`src/rtl/shift_add_multiplier.sv`:
```
// Radix-2 shift-add multiplier: N iterations per product, plus a hex
// seven-segment view of the result. Signed operands via SHIFT_ADD_MULTIPLIER_SIGNED_EN.
module shift_add_multiplier #(
  parameter int N = 4
) (
  input  logic             clk,
  input  logic             resetN,
  input  logic [N-1:0]     a,
  input  logic [N-1:0]     b,
`ifdef SHIFT_ADD_MULTIPLIER_SIGNED_EN
  input  logic             signedMode,
`endif
  input  logic             start,
  output logic             busy,
  output logic             done,
  output logic [2*N-1:0]   product,
  output logic [7*N/2-1:0] productDisp
);

  localparam int CW = $clog2(N);

  typedef enum logic [1:0] {IDLE, RUN, DONE} state_t;

  state_t         state_q, state_d;
  logic [N-1:0]   mcand_q, mcand_d;
  logic [N-1:0]   mplier_q, mplier_d;
  logic [2*N:0]   acc_q, acc_d;
  logic [CW-1:0]  cnt_q, cnt_d;
  logic [2*N-1:0] product_q, product_d;
  logic           busy_q, busy_d;
  logic           done_q, done_d;
  logic [N:0]     sum;
  logic [N-1:0]   a_mag, b_mag;
  logic [2*N-1:0] res;
`ifdef SHIFT_ADD_MULTIPLIER_SIGNED_EN
  logic           neg_q, neg_d;
`endif

  always_comb begin
    state_d   = state_q;
    mcand_d   = mcand_q;
    mplier_d  = mplier_q;
    acc_d     = acc_q;
    cnt_d     = cnt_q;
    product_d = product_q;
    sum       = '0;
    res       = '0;
`ifdef SHIFT_ADD_MULTIPLIER_SIGNED_EN
    neg_d     = neg_q;
    // Iterate on magnitudes; the sign is reapplied once at the end.
    a_mag     = (signedMode && a[N-1]) ? (~a + 1'b1) : a;
    b_mag     = (signedMode && b[N-1]) ? (~b + 1'b1) : b;
`else
    a_mag     = a;
    b_mag     = b;
`endif
    case (state_q)
      IDLE, DONE: begin
        if (start) begin
          mcand_d  = a_mag;
          mplier_d = b_mag;
          acc_d    = '0;
          cnt_d    = '0;
          state_d  = RUN;
`ifdef SHIFT_ADD_MULTIPLIER_SIGNED_EN
          neg_d    = signedMode && (a[N-1] ^ b[N-1]);
`endif
        end
      end
      RUN: begin
        sum      = acc_q[2*N:N] + {1'b0, mcand_q & {N{mplier_q[0]}}};
        acc_d    = (2*N+1)'({sum, acc_q[N-1:0]} >> 1);
        mplier_d = mplier_q >> 1;
        cnt_d    = cnt_q + CW'(1);
        if (cnt_q == CW'(N-1)) begin
          res = acc_d[2*N-1:0];
`ifdef SHIFT_ADD_MULTIPLIER_SIGNED_EN
          if (neg_q) res = ~res + 1'b1;
`endif
          product_d = res;
          state_d   = DONE;
        end
      end
      default: state_d = IDLE;
    endcase
    busy_d = (state_d == RUN);
    done_d = (state_d == DONE);
  end

  always_ff @(posedge clk or negedge resetN) begin
    if (!resetN) begin
      state_q   <= IDLE;
      mcand_q   <= '0;
      mplier_q  <= '0;
      acc_q     <= '0;
      cnt_q     <= '0;
      product_q <= '0;
      busy_q    <= 1'b0;
      done_q    <= 1'b0;
`ifdef SHIFT_ADD_MULTIPLIER_SIGNED_EN
      neg_q     <= 1'b0;
`endif
    end else begin
      state_q   <= state_d;
      mcand_q   <= mcand_d;
      mplier_q  <= mplier_d;
      acc_q     <= acc_d;
      cnt_q     <= cnt_d;
      product_q <= product_d;
      busy_q    <= busy_d;
      done_q    <= done_d;
`ifdef SHIFT_ADD_MULTIPLIER_SIGNED_EN
      neg_q     <= neg_d;
`endif
    end
  end

  assign busy    = busy_q;
  assign done    = done_q;
  assign product = product_q;

  // Segment order {g,f,e,d,c,b,a}, active high.
  function automatic logic [6:0] hex7(input logic [3:0] v);
    case (v)
      4'h0: hex7 = 7'h3F; 4'h1: hex7 = 7'h06; 4'h2: hex7 = 7'h5B; 4'h3: hex7 = 7'h4F;
      4'h4: hex7 = 7'h66; 4'h5: hex7 = 7'h6D; 4'h6: hex7 = 7'h7D; 4'h7: hex7 = 7'h07;
      4'h8: hex7 = 7'h7F; 4'h9: hex7 = 7'h6F; 4'hA: hex7 = 7'h77; 4'hB: hex7 = 7'h7C;
      4'hC: hex7 = 7'h39; 4'hD: hex7 = 7'h5E; 4'hE: hex7 = 7'h79; default: hex7 = 7'h71;
    endcase
  endfunction

  for (genvar k = 0; k < N/2; k++) begin : g_disp
    assign productDisp[7*k +: 7] = hex7(product_q[4*k +: 4]);
  end

endmodule

```
`config.mk`:
```
export PLATFORM = sky130hd
export DESIGN_NAME = shift_add_multiplier
export DESIGN_NICKNAME = d
export VERILOG_FILES = /design/src/rtl/shift_add_multiplier.sv
export SDC_FILE = /design/constraint.sdc
export NUM_CORES = 1
export LEC_CHECK = 0
export CORE_UTILIZATION = 35
export CTS_BUF_LIST = sky130_fd_sc_hd__clkbuf_2 sky130_fd_sc_hd__clkbuf_4 sky130_fd_sc_hd__clkbuf_8
export CTS_CLUSTER_SIZE = 12
export DETAILED_ROUTE_END_ITERATION = 8
export GPL_TIMING_DRIVEN = 0
export RECOVER_POWER = 100
export SYNTH_ARGS = -nofsm -noshare
export SYNTH_HDL_FRONTEND = slang
export SYNTH_SLANG_ARGS = --single-unit
```
`constraint.sdc`:
```
create_clock -name clk -period 2.3 [get_ports clk]
set_input_delay 0.345 -clock clk [delete_from_list [all_inputs] [get_ports clk]]
set_output_delay 0.345 -clock clk [all_outputs]
set_load 0.03 [all_outputs]
```
==> impl_metrics.json <==
{
  "status": "complete, but fails checks",
  "violations": "capacitance limit, slew limit",
  "floorplan.initialDensity_pct": 36.9,
  "grt_max_degree": 30,
  "grt_pass1_vias": 1386,
  "grt_antenna_before_repair": 0,
  "wl_mm": 3.67,
  "layout-drive-gt1-share_pct": 14.0,
  "netlist_instances": 193,
  "slew_viol_final": 30,
  "antenna_left": 0,
  "viasPerCell": 4.67,
  "clkLatencyLatePin_ns": 0.28,
  "core_um2": 5170,
  "min_path_type": "in -> async",
  "max_slew_margin_pct": -4.23,
  "cpMostUsedCell": "inv_1",
  "cpPeakStageDelay_ns": 0.44,
  "dieHeight_um": 75.8,
  "maxCapViolCount": 1,
  "track_usage_pct": 14.7,
  "async_reset_ff_share_pct": 100,
  "num_io_pins": 35,
  "yosys.cell_types.count": 38,
  "critPathLaunchType": "flip-flop",
  "ys.flop_type": "dfrtp_1",
  "synth-edff-count": 0,
  "cp_top_family": "multiplexers",
  "syn_nets": 224,
  "cts_num_sinks": 29,
  "std_cell_rows": 26,
  "p_leak_uw": 0.00112,
  "ctsHoldBuffers": 0,
  "dp.cells": 297,
  "ir_drop_mv": 0.563,
  "min_period_ns": 2.17,
  "gp_congestion": 0.780,
  "synthToLayoutAreaGrowth_pct": 23.4,
  "cts_buffers": 5,
  "synth.area.mux_share_pct": 8.86,
  "die_area_um2": 5750,
  "dp_hpwl_mm": 2.72,
  "crit_chain": "inv_1 -> ha_1 -> inv_1 -> mux4_2 -> inv_1 -> clkbuf_2",
  "worstPathRequired_ns": 1.96,
  "avgRoutedWirePerCell_um": 12.0,
  "fin_crit_sh_pct": 94.2,
  "cp.arrival_ns": 1.82,
  "synth_seq_area_share_pct": 38.1,
  "synth_compound_area_share_pct": 17.1,
  "tightestPinTransition_ns": 1.56,
  "syn_area_um2": 1910,
  "slowest_stage": "mux4_2",
  "cts_max_path_buffers": 2,
  "power_density_nw_per_um2": 1440,
  "cts_root_buf": "clkbuf_8",
  "holdWs_ns": 0.442,
  "clk_pin_slew_ns": 0.06,
  "cts_tree": "yes",
  "critPathKind": "reg -> out",
  "clock.fmax_ghz": 0.461,
  "vias": 1425,
  "diodes": 0,
  "fp.dieW_um": 75.8,
  "htreeDepth": 2,
  "initialDrtViolationCount": 37,
  "synth_top_family_by_area": "compound AO/OA/AOI/OAI gates",
  "critPathBufInv": 4,
  "nNetsFinal": 265,
  "drt-pass1-iter-count": 4,
  "rsz0062_at_grt": "no",
  "path_max_fanout": 6,
  "skew_ns": 0.00414,
  "grt_pass1_wl_mm": 6.32,
  "fill_cells": 521,
  "drcViolationCount": 0,
  "synthAdderAreaFrac_pct": 13.5,
  "port_buffers": 34,
  "avgSynthCellArea_um2": 9.88,
  "synth_seq_cells": 29,
  "synth-xor-area-share_pct": 1.38,
  "cts_setup_buffers": 0,
  "ys_warn_count": 0,
  "final_hold_viol_count": 0,
  "synth_simple_gate_area_share_pct": 14.9,
  "crit_path_end_kind": "output port",
  "grt_overflow": 0,
  "setup_viol": 0,
  "stdcell_count": 305
}
cell usage in the layout (no fill, tap or decap), drive strengths merged, types with 2 or more instances in the layout:
cell           netlist  final
dlygate4sd2          0      8
and2                 4      4
a21oi               12     12
clkdlybuf4s50        0      8
a21o                 2      2
mux2i                3      3
nor3                 3      3
nand2               26     26
dlygate4sd3          0     11
dfrtp               29     29
nand2b               5      5
a22o                 6      6
buf                  8      7
a22oi                2      2
clkbuf               0     15
nor2b                5      5
nor2                11     11
o21ai               17     17
mux2                 8      8
o22ai                3      3
ha                  19     19
inv                 15     15
xor2                 2      2
a211oi               3      3
state kept, by name, summed over array words and instances (netlist names):
| name | count |
|---|---|
| mcand_q | 4 |
| mplier_q | 4 |
| busy | 1 |
| acc_q | 7 |
| state_q | 2 |
| done | 1 |
| cnt_q | 2 |
| product | 8 |
Yosys cell counts (3+ instances only):
cell type / number / area (um2)
buf_2: 4 / 20.0
nand2b_1: 4 / 25.0
inv_1: 15 / 56.3
nor2b_1: 5 / 31.3
a21oi_1: 12 / 60.1
o21ai_0: 12 / 60.1
o21ai_2: 4 / 35.0
buf_6: 3 / 33.8
a211oi_1: 3 / 22.5
nand2_1: 26 / 97.6
nor3_1: 3 / 15.0
ha_1: 19 / 238
a22o_1: 6 / 52.6
nor2_1: 9 / 33.8
dfrtp_1: 29 / 726
mux2_4: 7 / 105
o22ai_1: 3 / 18.8
mux2i_1: 3 / 30.0
and2_1: 3 / 18.8
routing by layer:
metal  track usage, %  wire length [um]
met1             18.9              1840
met2             23.7              1630
met3             4.50               171
met4             4.32                33
met5                0                 0
per-stage QoR:
stage	power [uW]	TNS, ns	util (%)	instance area, um2	setup WS [ns]
6_report	3390	0	45.5	2350	0.132
5_1_grt	3700	0	45.5	2350	0.0191
4_1_cts	3540	0	46.8	2420	0.0629
3_5_place_dp	3180	-0.120	45.1	2330	-0.118
3_3_place_gp	3150	-0.116	45.1	2330	-0.116
2_1_floorplan	2460	0	-	1910	0.259
what timing repair did:
action	4_1_cts	5_1_grt
cloned	0	0
gates resized for setup	21	15
endpoints found under the setup margin	14	9
final cells by class:
| cell class | count | area (um2) | area share [%] |
|---|---|---|---|
| Buffer | 8 | 57.6 | 2.45 |
| Timing Repair Buffer | 34 | 289 | 12.3 |
| Clock buffer | 7 | 96.3 | 4.10 |
| Sequential cell | 29 | 729 | 31.0 |
| Clock inverter | 1 | 5.00 | 0.213 |
| Inverter | 15 | 56.3 | 2.39 |
| Tap cell | 70 | 87.6 | 3.72 |
| Multi-Input combinational cell | 141 | 1030 | 43.8 |
path summary, 6_finish.rpt:
check	from	to	slack, ns	depth (start not counted)
worst max-delay path	product[0]$_DFFE_PN0P_	productDisp[3]	0.13	6
worst min-delay path	resetN	cnt_q[0]$_DFFE_PN0P_	0.44	1
worst max register to register	mplier_q[0]$_DFFE_PN0P_	acc_q[7]$_DFFE_PN0P_	0.52	8
worst min register to register	mcand_q[3]$_DFFE_PN0P_	mcand_q[3]$_DFFE_PN0P_	0.47	2
max in group asynchronous	resetN	product[5]$_DFFE_PN0P_	0.83	1
min in group clk	mcand_q[3]$_DFFE_PN0P_	mcand_q[3]$_DFFE_PN0P_	0.47	2
logic make-up after synthesis:
family | Yosys count
simple gates | 56
compound gates | 50
flops | 29
buf+inv | 23
fa+ha+maj | 20
mux | 12
xor+xnor | 3
report_power, final:
part,total [uW],internal [uW],switching [uW]
sequential,907,721,186
clock,462,270,192
combinational,2020,828,1190
total,3390,1820,1570
Note: power is estimated with default switching activity, not from simulation.
